File: config.mk
export PLATFORM = sky130hd
export DESIGN_NAME = traveler_op_decoder
export DESIGN_NICKNAME = d
export VERILOG_FILES = /design/src/rtl/traveler_op_pkg.sv /design/src/rtl/traveler_op_fifo.sv /design/src/rtl/traveler_op_decoder.sv
export SDC_FILE = /design/constraint.sdc
export NUM_CORES = 1
export LEC_CHECK = 0
export BUFFER_PORTS_ARGS = -buffer_cell sky130_fd_sc_hd__buf_2
export CORE_ASPECT_RATIO = 1.75
export CORE_UTILIZATION = 30
export CTS_BUF_LIST = sky130_fd_sc_hd__clkbuf_8
export DETAILED_ROUTE_END_ITERATION = 6
export PLACE_DENSITY = 0.56
export SETUP_SLACK_MARGIN = 0.15
export SLEW_MARGIN = 5
export SYNTH_ARGS = -nofsm -noshare
export SYNTH_HDL_FRONTEND = slang
export SYNTH_SLANG_ARGS = --single-unit
File: constraint.sdc
create_clock -name clk -period 3.99 [get_ports clk]
set_input_delay 0.1995 -clock clk [delete_from_list [all_inputs] [get_ports clk]]
set_output_delay 0.1995 -clock clk [all_outputs]
set_load 0.05 [all_outputs]
File: src/rtl/traveler_op_pkg.sv
// -----------------------------------------------------------------------------
// traveler_op_pkg
// Shared constants for the traveler operation byte channel:
//   - channel tag owned by the operation decoder
//   - op field placement inside the byte and bit positions within the field
//   - idle (IGNORE) byte value
//   - executor op_code encodings
//   - helpers to validate and encode a one-hot op field
// -----------------------------------------------------------------------------
package traveler_op_pkg;

    // Channel tag carried in data_in[1:0] for operation bytes.
    localparam logic [1:0] CH_OP = 2'b10;

    // Op field location inside the byte.
    localparam int OP_LSB = 2;
    localparam int OP_MSB = 6;
    localparam int OP_W   = OP_MSB - OP_LSB + 1;

    // Bit positions inside the op field.
    localparam int OP_BIT_GET      = 0;
    localparam int OP_BIT_PUT      = 1;
    localparam int OP_BIT_INTERACT = 2;
    localparam int OP_BIT_MOVE     = 3;
    localparam int OP_BIT_THROW    = 4;

    // Idle value on the channel: correct tag, empty op field.
    localparam logic [7:0] OP_IGNORE_BYTE = 8'h02;

    // Codes presented to the executor.
    localparam logic [2:0] OPC_GET      = 3'd0;
    localparam logic [2:0] OPC_PUT      = 3'd1;
    localparam logic [2:0] OPC_INTERACT = 3'd2;
    localparam logic [2:0] OPC_MOVE     = 3'd3;
    localparam logic [2:0] OPC_THROW    = 3'd4;

    // True when exactly one op bit is set.
    function automatic logic op_is_onehot(input logic [OP_W-1:0] op);
        return (op != '0) && ((op & (op - 1'b1)) == '0);
    endfunction

    // Encode a one-hot op field. Only meaningful when op_is_onehot(op).
    function automatic logic [2:0] op_onehot_to_code(input logic [OP_W-1:0] op);
        logic [2:0] code;
        code = OPC_GET;
        if (op[OP_BIT_PUT])           code = OPC_PUT;
        else if (op[OP_BIT_INTERACT]) code = OPC_INTERACT;
        else if (op[OP_BIT_MOVE])     code = OPC_MOVE;
        else if (op[OP_BIT_THROW])    code = OPC_THROW;
        return code;
    endfunction

endpackage

File: src/rtl/traveler_op_fifo.sv
// -----------------------------------------------------------------------------
// traveler_op_fifo
// Synchronous circular FIFO holding 3-bit op codes.
//   clk_i    system clock
//   rst_i    synchronous active-high reset, empties the FIFO
//   push_i   write din_i; accepted when not full, or when full and a pop
//            happens in the same cycle
//   pop_i    remove the head; ignored when empty
//   din_i    code to write
//   dout_o   head entry, 0 when empty (read straight from the array)
//   count_o  number of entries held
//   full_o   count_o == DEPTH
//   empty_o  count_o == 0
// -----------------------------------------------------------------------------
module traveler_op_fifo #(
    parameter int DEPTH = 4
) (
    input  logic                     clk_i,
    input  logic                     rst_i,
    input  logic                     push_i,
    input  logic                     pop_i,
    input  logic [2:0]               din_i,
    output logic [2:0]               dout_o,
    output logic [$clog2(DEPTH):0]   count_o,
    output logic                     full_o,
    output logic                     empty_o
);
    localparam int AW = $clog2(DEPTH);
    localparam int CW = AW + 1;

    logic [2:0]    mem_q [DEPTH];
    logic [AW-1:0] wr_ptr_q, wr_ptr_d;
    logic [AW-1:0] rd_ptr_q, rd_ptr_d;
    logic [CW-1:0] count_q,  count_d;
    logic          do_push, do_pop;

    assign empty_o = (count_q == '0);
    assign full_o  = (count_q == CW'(DEPTH));
    assign count_o = count_q;
    assign dout_o  = empty_o ? 3'd0 : mem_q[rd_ptr_q];

    // A pop on an empty FIFO is dropped; a pop on a full FIFO frees the slot
    // the same-cycle push lands in.
    assign do_pop  = pop_i & ~empty_o;
    assign do_push = push_i & (~full_o | do_pop);

    // DEPTH is a power of two, so pointer wrap is natural overflow.
    always_comb begin
        wr_ptr_d = wr_ptr_q;
        rd_ptr_d = rd_ptr_q;
        count_d  = count_q;
        if (do_push) wr_ptr_d = wr_ptr_q + 1'b1;
        if (do_pop)  rd_ptr_d = rd_ptr_q + 1'b1;
        if (do_push && !do_pop)      count_d = count_q + 1'b1;
        else if (!do_push && do_pop) count_d = count_q - 1'b1;
    end

    always_ff @(posedge clk_i) begin
        if (rst_i) begin
            wr_ptr_q <= '0;
            rd_ptr_q <= '0;
            count_q  <= '0;
        end else begin
            wr_ptr_q <= wr_ptr_d;
            rd_ptr_q <= rd_ptr_d;
            count_q  <= count_d;
        end
    end

    // Storage needs no reset: dout_o is masked while the FIFO is empty.
    always_ff @(posedge clk_i) begin
        if (do_push) mem_q[wr_ptr_q] <= din_i;
    end

endmodule

File: src/rtl/traveler_op_decoder.sv
// -----------------------------------------------------------------------------
// traveler_op_decoder
// Receives the traveler operation byte stream, detects newly issued commands,
// validates/encodes them and buffers them for the game-side executor.
//   clk         system clock
//   rst         synchronous active-high reset
//   data_in     operation byte: [1:0] channel tag, [6:2] one-hot op, [7] unused
//   op_valid    FIFO head holds a command
//   op_code     head command code (0 when empty)
//   op_ready    executor accepts the head this cycle
//   fifo_count  entries held
//   err_pulse   one-cycle pulse per malformed (non-one-hot) command
//   err_cnt     saturating malformed-command count
//   drop_cnt    saturating count of commands lost to a full FIFO
//
// Handshake: a command transfers on a rising edge where op_valid=1 and
// op_ready=1; op_valid/op_code do not depend on op_ready, op_ready may be
// high while op_valid=0 (no effect), and the next head is visible right
// after the transfer edge.
// -----------------------------------------------------------------------------
module traveler_op_decoder
    import traveler_op_pkg::*;
#(
    parameter int DEPTH = 4,
    parameter int CNT_W = 8
) (
    input  logic                   clk,
    input  logic                   rst,
    input  logic [7:0]             data_in,
    output logic                   op_valid,
    output logic [2:0]             op_code,
    input  logic                   op_ready,
    output logic [$clog2(DEPTH):0] fifo_count,
    output logic                   err_pulse,
    output logic [CNT_W-1:0]       err_cnt,
    output logic [CNT_W-1:0]       drop_cnt
);
    logic [7:0]      stage_q;
    logic [OP_W-1:0] prev_op_q,   prev_op_d;
    logic            err_pulse_q, err_pulse_d;
    logic [CNT_W-1:0] err_cnt_q,  err_cnt_d;
    logic [CNT_W-1:0] drop_cnt_q, drop_cnt_d;

    logic [OP_W-1:0] stage_op;
    logic            chan_hit;
    logic            new_cmd;
    logic            cmd_onehot;
    logic            push_cmd;
    logic [2:0]      push_code;
    logic            fifo_full;
    logic            fifo_empty;
    logic            unused_bits;

    // Bit 7 of the byte carries no meaning on this channel.
    assign unused_bits = stage_q[7] ^ fifo_empty;

    assign stage_op   = stage_q[OP_MSB:OP_LSB];
    assign chan_hit   = (stage_q[1:0] == CH_OP);
    // Edge detect on the op field: a held byte issues one command, a direct
    // change to a different op issues another.
    assign new_cmd    = chan_hit && (stage_op != '0) && (stage_op != prev_op_q);
    assign cmd_onehot = op_is_onehot(stage_op);
    assign push_cmd   = new_cmd && cmd_onehot;
    assign push_code  = op_onehot_to_code(stage_op);

    always_comb begin
        // Foreign-channel bytes break the hold, so prev_op returns to idle.
        prev_op_d   = chan_hit ? stage_op : '0;
        err_pulse_d = new_cmd && !cmd_onehot;
        err_cnt_d   = err_cnt_q;
        drop_cnt_d  = drop_cnt_q;
        if (err_pulse_d && (err_cnt_q != '1))
            err_cnt_d = err_cnt_q + 1'b1;
        // Full with a same-cycle pop is not a drop: the pop frees the slot.
        if (push_cmd && fifo_full && !op_ready && (drop_cnt_q != '1))
            drop_cnt_d = drop_cnt_q + 1'b1;
    end

    always_ff @(posedge clk) begin
        if (rst) begin
            stage_q     <= OP_IGNORE_BYTE;
            prev_op_q   <= '0;
            err_pulse_q <= 1'b0;
            err_cnt_q   <= '0;
            drop_cnt_q  <= '0;
        end else begin
            stage_q     <= data_in;
            prev_op_q   <= prev_op_d;
            err_pulse_q <= err_pulse_d;
            err_cnt_q   <= err_cnt_d;
            drop_cnt_q  <= drop_cnt_d;
        end
    end

    traveler_op_fifo #(
        .DEPTH (DEPTH)
    ) u_fifo (
        .clk_i   (clk),
        .rst_i   (rst),
        .push_i  (push_cmd),
        .pop_i   (op_ready),
        .din_i   (push_code),
        .dout_o  (op_code),
        .count_o (fifo_count),
        .full_o  (fifo_full),
        .empty_o (fifo_empty)
    );

    assign op_valid  = ~fifo_empty;
    assign err_pulse = err_pulse_q;
    assign err_cnt   = err_cnt_q;
    assign drop_cnt  = drop_cnt_q;

endmodule

==> flow_summary_export.csv, run 1 <==
group,metric,value,unit
status,status,"completed",
setup_path,crit_fanout,22,
floorplanning,die_y,121,µm
clock_network,cts.sink_count,50,
routing,route.detailed.wl_per_inst,12.7,µm
final_layout,layout.filler_cells,798,
routing,initialDrtViolationCount,56,
routing,drt_drc_violations_left,0,
placement,post_dp_cell_area,2610,µm²
setup_path,arrival,3020,ps
placement,dp_hpwl,3.20,mm
clock_network,tritoncts,"yes",
timing,hold_violations,0,
final_layout,syn_to_final_growth,12.3,%
floorplanning,fp.dieArea,8400,µm²
clock_network,post_cts_resize_count,0,
min_path,worst_hold_path_type,"primary input to register",
pwr,leakagePower,1.08,nW
grt,grt_start_max_net_pins,42,
timing,final.min_clock_period,2790,ps
setup_path,worst_setup_slack_for_register_to_register_paths,1200,ps
setup_path,crit_type,"register to register",
logic_synthesis,ys_warn_count,0,
logic_synthesis,post_synth_main_area_contributors,"sky130_fd_sc_hd__dfxtp_1 (32%), sky130_fd_sc_hd__edfxtp_1 (15%), sky130_fd_sc_hd__nor2b_1 (4.2%)",
routing,route.antenna.remaining_nets,0,
final_layout,final_stage_net_count,276,
routing,num_vias,1714,
clock_network,worstSkewPairLatency,300,ps
floorplanning,initial_utilization,31.4,%
min_path,hold_start,"data_in[1]",
final_layout,post-route-cell-area,2700,µm²
clock_network,max-clock-path-buffers,2,
clock_network,cts_h_tree_depth,2,
grt,grt_antenna_before_repair,0,
routing,firstDrtPassIters,4,
logic_synthesis,netlist_top_cells_count,"sky130_fd_sc_hd__dfxtp_1 (38), sky130_fd_sc_hd__nor2_1 (20), sky130_fd_sc_hd__nor2b_1 (16)",
setup_path,worstPathRequired,4220,ps
grt,first_global_vias,1598,
logic_synthesis,seq_area_frac_synth,46.6,%
setup_path,worst_setup_path_end_kind,"register",
logic_synthesis,yosysMostFrequentCell,"sky130_fd_sc_hd__dfxtp_1",
final_layout,antenna-diode-count,0,
routing,postRouteWirelength,4.40,mm
logic_synthesis,yosysTopAreaCell,"sky130_fd_sc_hd__dfxtp_1",
setup_path,timing.critical_path.from,"stage_q[4]",
final_layout,drive_gt1_share,24.4,%
setup_path,worstSetupStartpointType,"register",
floorplanning,rows,42,
clock_network,clk_pin_slew_worst_paths,90,ps
timing,final_max_slew_viol_count,0,
logic_synthesis,async_s_r_ff_share_synth,0,%
setup_path,r2r_cells,11,
pwr,ir_worst_vdd,195,µV
logic_synthesis,post_synth_instance_area,2410,µm²
floorplanning,design.core.area,7670,µm²
timing,actual_slew_at_the_worst_max_slew_pin,727,ps
timing,min_period_over_period,69.9,%
grt,grt_pass1_wl,7.41,mm
logic_synthesis,postSynthRegisterBits,50,
grt,grt_use_total,11.2,%
logic_synthesis,syn_avg_cell_area,10.5,µm²
logic_synthesis,synth_top_cell_area_share,31.6,%
clock_network,ctsHoldBuffers,0,
clock_network,cts_made_buffers,5,
logic_synthesis,synth-edff-count,12,
job,max_cap_viol_count,0,
setup_path,regToRegStartpoint,"stage_q[4]",
timing,slew_headroom,51.4,%
logic_synthesis,mappedNetlistNets,248,
timing,timing.setup.tns,0,ps
setup_path,rr_endpoint,"u_fifo.count_o[2]",
routing,avgViaCountPerCell,4.95,
clock_network,setup_repair_bufs_after_cts,0,
timing,finalSetupViolations,0,
final_layout,fin_cells,346,
setup_path,critical_path.endpoint,"u_fifo.count_o[2]",
logic_synthesis,ys.flop_type,"sky130_fd_sc_hd__dfxtp_1",
placement,number_of_cells_after_detailed_placement,338,
timing,max_clock_skew,9.38,ps
timing,fmaxAchievable,0.359,GHz
pwr,pwr_density,485,nW/µm²
placement,gpl_wtd_cong,0.745,
timing,unrepaired_setup_endpoints_after_global_routing,"no",
logic_synthesis,synth_cell_types,49,
clock_network,cts.root.buffer_cell,"sky130_fd_sc_hd__clkbuf_8",
floorplanning,dieWidth,69.7,µm
logic_synthesis,postSynthCellCount,229,
grt,grt_overflow,0,
placement,numPortBuffers,33,
floorplanning,io-pin-count,35,
[flip-flops by register name, indices dropped and copies added, names as in the netlist, named ones only]
signal and count:
u_fifo.mem_q 12, u_fifo.wr_ptr_q 2, prev_op_q 5, u_fifo.count_o 3
u_fifo.rd_ptr_q 2, err_cnt 8, drop_cnt 8, stage_q 7
err_pulse 1
[cell usage in the layout (no fill, tap or decap), types with 3 or more instances in the layout]
cell type                   n
sky130_fd_sc_hd__dfxtp_1   38
sky130_fd_sc_hd__and3_1     3
sky130_fd_sc_hd__or3_1      3
sky130_fd_sc_hd__mux4_2     3
sky130_fd_sc_hd__nor3_1     7
sky130_fd_sc_hd__o31ai_1    5
sky130_fd_sc_hd__nor2b_1   16
sky130_fd_sc_hd__mux2i_1    3
sky130_fd_sc_hd__xor2_1     7
sky130_fd_sc_hd__clkbuf_8   6
sky130_fd_sc_hd__or4_1      5
sky130_fd_sc_hd__edfxtp_1  12
sky130_fd_sc_hd__nand3_1    5
sky130_fd_sc_hd__nand4_1    4
sky130_fd_sc_hd__a21oi_1    5
sky130_fd_sc_hd__nand2_1   12
sky130_fd_sc_hd__ha_1       7
sky130_fd_sc_hd__and2_1    13
sky130_fd_sc_hd__nor4_1     4
sky130_fd_sc_hd__buf_2     33
sky130_fd_sc_hd__mux2_2     8
sky130_fd_sc_hd__inv_1      8
sky130_fd_sc_hd__nor2_1    20
[stage by stage]
stage	util [%]	power [mW]	worst slack (ps)	hold slack, ps
2_1_floorplan	-	0.953	1280	303
3_3_place_gp	34.0	1.03	1260	383
3_5_place_dp	34.0	1.03	1220	391
4_1_cts	35.2	1.34	1200	69.7
5_1_grt	35.2	1.39	965	70.6
6_report	35.2	1.31	1200	81.2
[critical path, stage by stage (launching register included)]
cell and delay [ps]:
sky130_fd_sc_hd__dfxtp_1 520, sky130_fd_sc_hd__nor3_1 120, sky130_fd_sc_hd__a21oi_2 180, sky130_fd_sc_hd__o31ai_4 80, sky130_fd_sc_hd__buf_4 210, sky130_fd_sc_hd__nor3_4 320
sky130_fd_sc_hd__ha_1 250, sky130_fd_sc_hd__inv_1 60, sky130_fd_sc_hd__fa_1 370, sky130_fd_sc_hd__xor2_1 160, sky130_fd_sc_hd__or3_1 300, sky130_fd_sc_hd__a21oi_1 130
[area by class of cell]
class | instances | area [µm²] | area share (%)
Clock inverter | 2 | 8.76 | 0.324
Clock buffer | 6 | 82.6 | 3.06
Sequential cell | 50 | 1120 | 41.5
Tap cell | 88 | 110 | 4.07
Inverter | 7 | 26.3 | 0.972
Multi-Input combinational cell | 159 | 1180 | 43.7
Timing Repair Buffer | 34 | 173 | 6.39
[per-layer routing]
layer	global-route usage (%)	part of all wire [%]	up-vias
li1	-	-	866
met1	12.4	42	816
met2	19.8	53	27
met3	2.42	3.0	5
met4	5.75	2.4	0
met5	0	0	-
[worst min-delay path by stage]
stage	cells past startpoint	end	slack, ps
global route	2	stage_q[1]	70
floorplan	1	stage_q[1]	300
detailed placement	2	stage_q[1]	390
finish	2	stage_q[1]	80
CTS	2	stage_q[1]	70
global placement	2	stage_q[1]	380
[report_power, final]
group          leakage [nW]  switching, mW  total [mW]  internal [mW]
sequential            0.420         0.0450       0.603          0.558
combinational         0.605          0.279       0.411          0.133
clock                0.0524          0.160       0.298          0.138
[cells by family (layout without fill, tap and decap cells)]
family	count (synthesis)	count (layout)	share of synthesized area, %
compound gates	22	22	6.97
xor+xnor	10	10	4.26
simple gates	104	104	24.9
mux	15	15	8.42
fa+ha+maj	8	8	4.47
buf+inv	20	49	4.37
flops	50	50	46.6
(Power assumes the default switching activity.)
==> inputs of run 2 (changes only) <==
--- a/config.mk
+++ b/config.mk
@@ -5,12 +5,13 @@
 export SDC_FILE = /design/constraint.sdc
 export NUM_CORES = 1
 export LEC_CHECK = 0
+export ABC_AREA = 1
 export BUFFER_PORTS_ARGS = -buffer_cell sky130_fd_sc_hd__buf_2
 export CORE_ASPECT_RATIO = 1.75
 export CORE_UTILIZATION = 30
 export CTS_BUF_LIST = sky130_fd_sc_hd__clkbuf_8
 export DETAILED_ROUTE_END_ITERATION = 6
-export PLACE_DENSITY = 0.56
+export PLACE_DENSITY = 0.58
 export SETUP_SLACK_MARGIN = 0.15
 export SLEW_MARGIN = 5
 export SYNTH_ARGS = -nofsm -noshare
==> constraint.sdc (replaced) <==
create_clock -name clk -period 2.3 [get_ports clk]
set_input_delay 0.115 -clock clk [delete_from_list [all_inputs] [get_ports clk]]
set_output_delay 0.115 -clock clk [all_outputs]
set_load 0.05 [all_outputs]
==> run 2 against run 1 <==
Against the previous run:
- worst hold slack worse by 69 ps
- wire length up 6.0%
- sequential share of layout area down 1.1 points
- synthesized cell count up 30%
- global-route usage up 1.1 points
- design area up 4.5%
- clock skew down 4.4 ps
- critical endpoint unchanged
- highest routed layer unchanged
==> flow_summary_export.csv, run 2 <==
group,metric,value,unit
pwr,leakagePower,1.25,nW
logic_synthesis,synth_top_cell_area_share,32.1,%
timing,hold_violations,0,
routing,route.antenna.remaining_nets,0,
setup_path,rr_endpoint,"u_fifo.count_o[2]",
logic_synthesis,synth_cell_types,27,
final_layout,largest_reg_flops,12,
timing,min_period_over_period,90.2,%
final_layout,layout.core_utilization,37.1,%
floorplanning,design.core.area,7620,µm²
timing,fmaxAchievable,0.482,GHz
logic_synthesis,postSynthCellCount,297,
floorplanning,dieWidth,69.2,µm
logic_synthesis,post_synth_instance_area,2370,µm²
clock_network,cts_made_buffers,5,
logic_synthesis,postSynthRegisterBits,50,
setup_path,arrival,2270,ps
setup_path,worstPathCellList,"nor2_4 > nand2_2 > nand2_2 > nand2_2 > nor2_4 > nand3_4 > nor2_4 > ha_4 > inv_2 > fa_2 > a21oi_2 > o21ai_2 > o21ai_1 > a21oi_1",
timing,unrepaired_setup_endpoints_after_global_routing,"yes",
logic_synthesis,mappedNetlistNets,316,
floorplanning,io-pin-count,35,
final_layout,syn_to_final_growth,19.2,%
pwr,pwr_density,855,nW/µm²
clock_network,max-clock-path-buffers,2,
logic_synthesis,seq_area_frac_synth,47.3,%
final_layout,most-common-layout-cells,"sky130_fd_sc_hd__nor2_1 (50), sky130_fd_sc_hd__inv_1 (44), sky130_fd_sc_hd__nand2_1 (44), sky130_fd_sc_hd__buf_2 (33), sky130_fd_sc_hd__dfxtp_1 (30)",
logic_synthesis,ys_warn_count,0,
timing,actual_slew_at_the_worst_max_slew_pin,691,ps
placement,gpl_wtd_cong,0.768,
floorplanning,rows,42,
timing,finalSetupViolations,0,
logic_synthesis,synth-edff-count,12,
timing,slew_headroom,53.5,%
logic_synthesis,yosysTopAreaCell,"sky130_fd_sc_hd__dfxtp_1",
grt,grt_pass1_wl,8.09,mm
final_layout,layout.filler_cells,754,
final_layout,drive_gt1_share,21.4,%
routing,avgViaCountPerCell,4.55,
final_layout,antenna-diode-count,0,
routing,initialDrtViolationCount,46,
logic_synthesis,post_synth_main_area_contributors,"sky130_fd_sc_hd__dfxtp_1 (32%), sky130_fd_sc_hd__edfxtp_1 (15%), sky130_fd_sc_hd__nor2_1 (7.9%)",
logic_synthesis,yosys.area_share.adder,4.54,%
grt,grt_use_total,12.2,%
clock_network,cts.root.buffer_cell,"sky130_fd_sc_hd__clkbuf_8",
setup_path,regToRegStartpoint,"stage_q[4]",
timing,final.min_clock_period,2070,ps
logic_synthesis,post_synth_and_or_nand_nor_area_fraction,27.7,%
timing,final_max_slew_viol_count,0,
setup_path,worst_setup_path_end_kind,"register",
grt,first_global_vias,1910,
clock_network,cts_h_tree_depth,2,
routing,firstDrtPassIters,4,
clock_network,worstSkewPairLatency,300,ps
timing,max_clock_skew,4.94,ps
grt,grt_overflow,0,
setup_path,crit_fanout,7,
final_layout,layout_commonest_cell,"sky130_fd_sc_hd__nor2_1",
logic_synthesis,synth_xor_area_share,4.44,%
setup_path,timing.critical_path.from,"stage_q[4]",
setup_path,r2r_cells,14,
floorplanning,initial_utilization,31.1,%
status,status,"completed",
logic_synthesis,ys.flop_type,"sky130_fd_sc_hd__dfxtp_1",
logic_synthesis,synth_mux_area_share,0,%
logic_synthesis,netlist_top_cells_count,"sky130_fd_sc_hd__nor2_1 (50), sky130_fd_sc_hd__nand2_1 (47), sky130_fd_sc_hd__inv_1 (42)",
routing,drt_drc_violations_left,0,
clock_network,tritoncts,"yes",
grt,grt_start_max_net_pins,23,
job,max_cap_viol_count,0,
routing,postRouteWirelength,4.66,mm
floorplanning,fp.dieArea,8270,µm²
logic_synthesis,combinational_family_with_the_most_area_after_synthesis,"simple AND/OR/NAND/NOR gates",
setup_path,worst_setup_slack_for_register_to_register_paths,230,ps
final_layout,regMostFlops,"u_fifo.mem_q",
min_path,worst_hold_path_type,"primary input to register",
routing,route.detailed.wl_per_inst,10.9,µm
logic_synthesis,yosysMostFrequentCell,"sky130_fd_sc_hd__nor2_1",
grt,grt_antenna_before_repair,0,
setup_path,stage_delay_of_the_slowest_cell_on_the_critical_path,380,ps
placement,numPortBuffers,33,
pwr,ir_worst_vdd,395,µV
logic_synthesis,synth-compound-area-share,8.08,%
setup_path,worstPathRequired,2490,ps
setup_path,cp_slowest_cell,"sky130_fd_sc_hd__dfxtp_4",
setup_path,worstSetupStartpointType,"register",
floorplanning,die_y,120,µm
timing,timing.setup.tns,0,ps
clock_network,clk_pin_slew_worst_paths,80,ps
setup_path,critical_path.endpoint,"u_fifo.count_o[2]",
clock_network,cts.sink_count,50,
logic_synthesis,syn_avg_cell_area,7.97,µm²
setup_path,crit_type,"register to register",
placement,dp_hpwl,3.55,mm
final_layout,final_stage_net_count,359,
routing,num_vias,1950,
logic_synthesis,async_s_r_ff_share_synth,0,%
==> run 2: what timing repair did <==
action / 4_1_cts / 5_1_grt
setup endpoints to repair: 2 / 2
gates resized for setup: 4 / 13
pin swaps: 0 / 6
setup buffers: 0 / 2
hold buffers: 2 / 0
hold endpoints to repair: 2 / 0
==> run 2: worst min path at each step <==
stage	start	endpoint	slack [ps]	cells after the start
floorplan	data_in[1]	stage_q[1]	220	1
global placement	data_in[1]	stage_q[1]	310	2
detailed placement	data_in[1]	stage_q[1]	310	2
CTS	data_in[0]	stage_q[0]	0.4	3
global route	data_in[4]	stage_q[4]	8	3
finish	data_in[3]	stage_q[3]	10	3
==> run 2: final cells by class <==
type	instances	area (µm²)	share of cell area, %
multi-input cells	199	1100	39.1
clock inverters	3	11.3	0.399
flip-flops and latches	50	1140	40.4
clock buffers	5	68.8	2.44
well taps	88	110	3.90
inverters	44	165	5.85
repair buffers	40	223	7.89
==> run 2: routing by layer <==
layer | GRT usage [%] | vias up | share of wire (%)
met4 | 6.25 | 0 | 2.7
li1 | - | 1028 | -
met5 | 0 | - | 0
met3 | 2.69 | 8 | 2.7
met2 | 24.2 | 32 | 55
met1 | 11.4 | 882 | 39
==> run 2: cells by family (layout without fill, tap and decap cells) <==
group / after synthesis / in the layout
and+or+nand+nor: 141 / 141
DFF: 50 / 50
buffers and inverters: 48 / 92
AOI/OAI and AO/OA: 38 / 38
xor gates and xnor gates: 12 / 12
adders and majority gates: 8 / 8
==> run 2: power by group <==
| group | internal [mW] | switching [mW] | total, mW | leakage (nW) |
|---|---|---|---|---|
| logic | 0.252 | 0.635 | 0.887 | 0.772 |
| clock network | 0.203 | 0.264 | 0.467 | 0.0519 |
| registers | 0.987 | 0.0742 | 1.06 | 0.424 |
| total | 1.44 | 0.973 | 2.42 | 1.25 |
==> run 2: critical path: cells and delay by family, from the launching register on <==
kind,cells,cell delay (ps)
buffers and inverters,1,50
and+or+nand+nor,7,630
AOI/OAI and AO/OA,4,390
adders and majority gates,2,510
DFF,1,380
==> run 2: through the flow <==
stage	power [mW]	cell area [µm²]	cells	setup slack, ps	hold slack [ps]
2_1_floorplan	1.73	2390	297	147	219
3_3_place_gp	1.91	2660	417	137	310
3_5_place_dp	1.92	2660	417	97.8	312
4_1_cts	2.40	2770	427	169	0.363
5_1_grt	2.57	2820	429	41.1	8.48
6_report	2.42	2820	429	226	12.6
